===== config.mk =====
export PLATFORM = sky130hd
export DESIGN_NAME = draw_dynamic_obst
export DESIGN_NICKNAME = d
export VERILOG_FILES = /design/src/rtl/draw_dynamic_obst.sv
export SDC_FILE = /design/constraint.sdc
export NUM_CORES = 1
export LEC_CHECK = 0
export CAP_MARGIN = 30
export CORE_ASPECT_RATIO = 0.7
export CORE_UTILIZATION = 49
export CTS_CLUSTER_DIAMETER = 100
export DETAILED_ROUTE_END_ITERATION = 10
export GPL_TIMING_DRIVEN = 0
export PLACE_DENSITY = 0.76
export SETUP_SLACK_MARGIN = 0.15
export SYNTH_ARGS = -nofsm -noshare
export SYNTH_HDL_FRONTEND = slang
export SYNTH_SLANG_ARGS = --single-unit

===== constraint.sdc =====
create_clock -name clk -period 2.1 [get_ports clk]
set_input_delay 0.21 -clock clk [delete_from_list [all_inputs] [get_ports clk]]
set_output_delay 0.21 -clock clk [all_outputs]
set_load 0.01 [all_outputs]

===== src/rtl/draw_dynamic_obst.sv =====
// Overlays the moving obstacle rectangle on the VGA pixel stream.
// The slow-clock obstacle position is synchronised, filtered for stability,
// and latched once per frame at the rising edge of vblnk so a frame never tears.
module draw_dynamic_obst #(
  parameter int          RECT_WIDTH  = 50,
  parameter int          RECT_HEIGHT = 50,
  parameter logic [11:0] RECT_COLOR  = 12'hF00,
  parameter int          INIT_X      = 600,
  parameter int          INIT_Y      = 1
) (
  input  logic        clk,
  input  logic        rst,
  input  logic [11:0] xpos_in,
  input  logic [11:0] ypos_in,
  input  logic [10:0] hcount_in,
  input  logic        hsync_in,
  input  logic        hblnk_in,
  input  logic [10:0] vcount_in,
  input  logic        vsync_in,
  input  logic        vblnk_in,
  input  logic [11:0] rgb_in,
  output logic [10:0] hcount_out,
  output logic        hsync_out,
  output logic        hblnk_out,
  output logic [10:0] vcount_out,
  output logic        vsync_out,
  output logic        vblnk_out,
  output logic [11:0] rgb_out,
  output logic        obst_px
);

  localparam logic [11:0] INIT_X_V = 12'(INIT_X);
  localparam logic [11:0] INIT_Y_V = 12'(INIT_Y);
  localparam logic [12:0] WIDTH_V  = 13'(RECT_WIDTH);
  localparam logic [12:0] HEIGHT_V = 13'(RECT_HEIGHT);

  // position crossing from the slow clock: two flops, then a one-cycle stability check
  logic [23:0] pos_s1, pos_s2, pos_prev, pos_stable;
  logic        vblnk_d;
  logic [11:0] shadow_x, shadow_y;
  logic        frame_start;

  // S1 registers
  logic [10:0] hcount_s1, vcount_s1;
  logic        hsync_s1, hblnk_s1, vsync_s1, vblnk_s1;
  logic [11:0] rgb_s1;
  logic        hit_s1;

  // rectangle bounds widened to 13 bits so large positions never wrap to the left/top
  logic [12:0] x_end, y_end;
  logic        hit;

  // synchroniser plus stability filter: a bus seen mid-change never reaches pos_stable
  always_ff @(posedge clk) begin
    if (rst) begin
      pos_s1     <= '0;
      pos_s2     <= '0;
      pos_prev   <= '0;
      pos_stable <= '0;
    end else begin
      pos_s1   <= {xpos_in, ypos_in};
      pos_s2   <= pos_s1;
      pos_prev <= pos_s2;
      if (pos_s2 == pos_prev) pos_stable <= pos_s2;
    end
  end

  assign frame_start = vblnk_in & ~vblnk_d;

  // per-frame shadow position, updated only as the vertical blanking gap begins
  always_ff @(posedge clk) begin
    if (rst) begin
      vblnk_d  <= 1'b0;
      shadow_x <= INIT_X_V;
      shadow_y <= INIT_Y_V;
    end else begin
      vblnk_d <= vblnk_in;
      if (frame_start) begin
        shadow_x <= pos_stable[23:12];
        shadow_y <= pos_stable[11:0];
      end
    end
  end

  // coverage test against the shadow value held before any same-cycle update
  always_comb begin
    x_end = {1'b0, shadow_x} + WIDTH_V;
    y_end = {1'b0, shadow_y} + HEIGHT_V;
    hit   = ~hblnk_in & ~vblnk_in &
            ({1'b0, hcount_in} >= shadow_x) & ({2'b0, hcount_in} < x_end) &
            ({1'b0, vcount_in} >= shadow_y) & ({2'b0, vcount_in} < y_end);
  end

  // stage 1: register timing, background colour and the hit flag
  always_ff @(posedge clk) begin
    if (rst) begin
      hcount_s1 <= '0;
      vcount_s1 <= '0;
      hsync_s1  <= 1'b0;
      hblnk_s1  <= 1'b0;
      vsync_s1  <= 1'b0;
      vblnk_s1  <= 1'b0;
      rgb_s1    <= '0;
      hit_s1    <= 1'b0;
    end else begin
      hcount_s1 <= hcount_in;
      vcount_s1 <= vcount_in;
      hsync_s1  <= hsync_in;
      hblnk_s1  <= hblnk_in;
      vsync_s1  <= vsync_in;
      vblnk_s1  <= vblnk_in;
      rgb_s1    <= rgb_in;
      hit_s1    <= hit;
    end
  end

  // stage 2: colour select and output timing
  always_ff @(posedge clk) begin
    if (rst) begin
      hcount_out <= '0;
      vcount_out <= '0;
      hsync_out  <= 1'b0;
      hblnk_out  <= 1'b0;
      vsync_out  <= 1'b0;
      vblnk_out  <= 1'b0;
      rgb_out    <= '0;
      obst_px    <= 1'b0;
    end else begin
      hcount_out <= hcount_s1;
      vcount_out <= vcount_s1;
      hsync_out  <= hsync_s1;
      hblnk_out  <= hblnk_s1;
      vsync_out  <= vsync_s1;
      vblnk_out  <= vblnk_s1;
      rgb_out    <= hit_s1 ? RECT_COLOR : rgb_s1;
      obst_px    <= hit_s1;
    end
  end

endmodule


# Word level (Yosys, flattened, before mapping)
# Cells that the tools add are included.
# word_totals
reg_bits	198
in_bits	64
out_inout_bits	39
word_cells	41
# op_classes
add_sub_neg	2
n_lt_le_gt_ge	4
n_eq_ne	1
muxes	1
bitwise	9
reduce_logical	1
# op_table
cell	n
$add 12x6->13 const B	2
$lt 11x13->1	2
$eq 24x24->1	1
$ge 11x12->1	2
$mux 12	1
$and 1x1->1	6
$not 1->1	3
$reduce_or 2->1	1

# Depth between registers and ports, before layout
# logic_depth
depth_word	6
depth_mapped	10
ltp_nobuf	10

# Least setup slack after synthesis
# Ideal clock, no wire load.
# synth_path
path_type	register -> register
start	register shadow_y[1]
end	register hit_s1
setup_ns	0.103
arrival_ns	2.218
required_time_ns	1.997
path_slack_ns	-0.221
path_stages_with_launch	10
n_path_buf	0
period_less_slack_ns	2.321
path_cell_list	dfxtp_1 -> ha_1 -> a211oi_2 -> nor3_1 -> xnor2_1 -> ha_1 -> a21oi_1 -> o21ai_0 -> a221o_1 -> a2111oi_2
# synth_via
elab_chain_len	3
# synth_rtl
element	line_no	source
start: declaration	40	logic [11:0] shadow_x, shadow_y;
start signal: assignment	80	shadow_y <= pos_stable[11:0];
$add 12x6->13 / $ge 11x12->1 (equally long branches)	88, 91	
$lt 11x13->1 / $and 1x1->1 (equally long branches)	91, 90	
$and 1x1->1 *	91	({1'b0, vcount_in} >= shadow_y) & ({2'b0, vcount_in} < y_end);
end signal: assignment	113	hit_s1 <= hit;
end: declaration	47	logic hit_s1;
# Mark *: on every way between the ends. The rest lies on a longest branch, timed or not.
# A chain may end at the register's enable or synchronous reset.

# Worst setup path in the final report
# Same ends and word-level chain as after synthesis.

==> flow_summary_export.csv <==
group,metric,value,unit
clock_network,cts_tree,"yes",
yosys,syn-cell-area,7340,um^2
yosys,yosys.area_share.simple,0.205,
routing,wl,14600,um
pwr,powerDensity,832,nW/um^2
run_status,violations,"setup timing",
hold_path,hp-class,"in -> reg",
yosys,synth-async-reset-ratio,0,
pwr,ir_drop,0.621,mV
global_routing,busiest_layer,"met2",
yosys,ys_ff_latch,198,
yosys,synthAdderAreaFrac,0.0750,
clock_network,htreeDepth,4,
setup_path,critPathSlowestCell,"a2111oi_4",
yosys,synth_xor_area_frac,0.0465,
timing,layout_setup_ws,-0.380,ns
yosys,seq_area_frac_synth,0.540,
finish,final_area,9300,um^2
clock_network,cts-root-buf,"clkbuf_16",
die,ios,103,
yosys,muxShareOfSynthArea,0.00136,
timing,relSlewSlack,0.587,
setup_path,path_buf_inv,0,
yosys,yosys.area.top_type,"dfxtp_1",
run_status,status,"finished, violations left",
yosys,syn_area_per_cell,10.1,um^2
pwr,p_leak,3.64,nW
routing,dr.pass1.iters,4,
setup_path,critPathKind,"reg -> reg",
finish,final_common_cell,"dfxtp_1",
die,core_area,14700,um^2
clock_network,cts_max_path_buffers,2,
setup_path,required,2.42,ns
yosys,yosysWarningCount,0,
job,drv_cap,0,
finish,final_layout_size_suffix_gt1_frac,0.0829,
clock_network,cts_buffers,17,
place,dpl.hpwl,10600,um
global_routing,grt_start_max_net_pins,19,
setup_path,critPathMaxStageDelay,0.39,ns
timing,setup_viol,1,
yosys,synthesis.nets,838,
timing,fin_crit_sh,1.18,
setup_path,cpLargestDelayFamily,"compound AO/OA/AOI/OAI gates",
yosys,synth_top_area_frac,0.540,
global_routing,grt_usage,0.201,
yosys,synth_area_leaders,"dfxtp_1 54%, nor2b_1 12%, ha_1 7.5%, a21oi_1 3.5%, xor2_1 2.6%",
routing,drc,0,
setup_path,start_kind,"flop",
timing,final_hold_viol_count,0,
timing,tightest_slew,0.620,ns
die,dieArea,15500,um^2
yosys,synth_top_family_by_area,"simple AND/OR/NAND/NOR gates",
setup_path,cp-end-kind,"flop",
place,io_buffers,102,
timing,timing.clock.skew,0.00921,ns
setup_path,path_cells,"ha_4 > a211oi_4 > nor2_2 > xnor2_1 > ha_1 > a21oi_1 > o21ai_1 > a221o_1 > a2111oi_4",
global_routing,grt_pass1_vias,5021,
yosys,syn-instance-count,730,
timing,period_needed,2.48,ns
timing,rsz0062_at_grt,"yes",
setup_path,crit_fanout,5,
die,die_w,148,um
global_routing,grt_overflow,0,
finish,final_cell_mix,"191 x dfxtp_1, 136 x nor2b_1, 102 x clkdlybuf4s50_1",
routing,avgViaCountPerCell,4.96,
routing,vias,5269,
clock_network,clkSinkCount,198,
die,start_util,0.500,
place,place_congestion,0.862,
yosys,synth.distinct_cells,46,
setup_path,crit_arrival,2.80,ns
routing,wl_per_cell,13.8,um
routing,drt_iter0_markers,336,
finish,diodes,0,
yosys,synth_compound_area_frac,0.0950,
clock_network,path_clk_slew,0.07,ns
finish,area_growth,26.7,%
timing,fmax,403,MHz
global_routing,met2_usage,0.303,
timing,final_max_slew_viol_count,0,
die,die_h,104,um
global_routing,antenna_found_initial,0,
timing,hold_slack,0.326,ns
die,num_rows,37,
routing,final_antenna_net_count,0,
place,postPlaceCellArea,8620,um^2
yosys,ys.flop_type,"dfxtp_1",
global_routing,grt_pass1_wl,24300,um
finish,nets,963,
clock_network,clock_latency,0.43,ns
yosys,synth_edf_count,0,
global_routing,grt.met1_usage,0.289,
global_routing,grt.met3_usage,0.0408,
path summary, 6_finish.rpt:
| check | depth (start not counted) | slack [ns] | endpoint | startpoint |
|---|---|---|---|---|
| max reg2reg | 9 | -0.38 | hit_s1 | shadow_y[1] |
| min reg2reg | 1 | 0.42 | rgb_out[7] | rgb_s1[7] |
| min | 2 | 0.33 | pos_s1[5] | ypos_in[5] |
| max | 9 | -0.38 | hit_s1 | shadow_y[1] |
metrics by stage:
| stage | setup TNS (ns) | power (mW) | setup slack [ns] | util | instances |
|---|---|---|---|---|---|
| after floorplan | -0.0829 | 4.39 | -0.0829 | - | 730 |
| after global placement | -20.80 | 4.68 | -0.444 | 0.587 | 1027 |
| after detailed placement | -28.58 | 4.69 | -0.528 | 0.587 | 1027 |
| after CTS | -0.356 | 7.77 | -0.356 | 0.630 | 1060 |
| after global routing | -0.500 | 8.02 | -0.500 | 0.633 | 1063 |
| final | -0.380 | 7.73 | -0.380 | 0.633 | 1063 |
logic make-up (layout without fill, tap and decap cells):
logic type      count (synthesis)  count (layout)
compound gates                115             115
xor+xnor                       39              39
buf+inv                        62             200
flops                         198             198
mux                             1               1
fa+ha+maj                      44              44
simple gates                  271             271
layout make-up:
class | count | area, um^2
fillers | 1199 | 5380
flip-flops and latches | 198 | 3980
multi-input cells | 470 | 3170
repair buffers | 106 | 1050
clock buffers | 19 | 453
well taps | 195 | 244
plain buffers | 37 | 190
clock inverters | 13 | 116
inverters | 25 | 93.8
Yosys cell counts (9+ instances only):
cell,n
ha_1,44
inv_1,25
and2_1,9
nor2b_1,136
dfxtp_1,198
xor2_1,22
clkbuf_1,25
nor2_1,24
nand3_1,28
a21oi_1,52
o21ai_0,30
xnor2_1,17
nand2_1,50
repair_timing:
| item | CTS | global route |
|---|---|---|
| setup buffers | 1 | 3 |
| hold buffers | 0 | 0 |
| setup endpoints to repair | 31 | 84 |
| endpoints found under the hold margin | 0 | 0 |
| gates resized for setup | 12 | 13 |
| pin swaps | 5 | 10 |
sequential cells by signal, summed over array words and instances (netlist names), 11 cells and up:
signal and flops:
hcount_s1 11, rgb_s1 12, rgb_out 12, pos_s2 24, pos_s1 24, shadow_x 12, hcount_out 11, pos_prev 24
vcount_out 11, vcount_s1 11, shadow_y 12, pos_stable 24
report_power, final:
group          switching, mW  internal [mW]
clock                   1.49           1.62
combinational          0.333          0.356
sequential            0.0518           3.88
metal layers:
metal / wire length, um / vias to the layer above
met5: 0 / -
met4: 144 / 0
met3: 628 / 14
met2: 6270 / 120
met1: 7590 / 2469
li1: - / 2666
(Power assumes the default switching activity.)
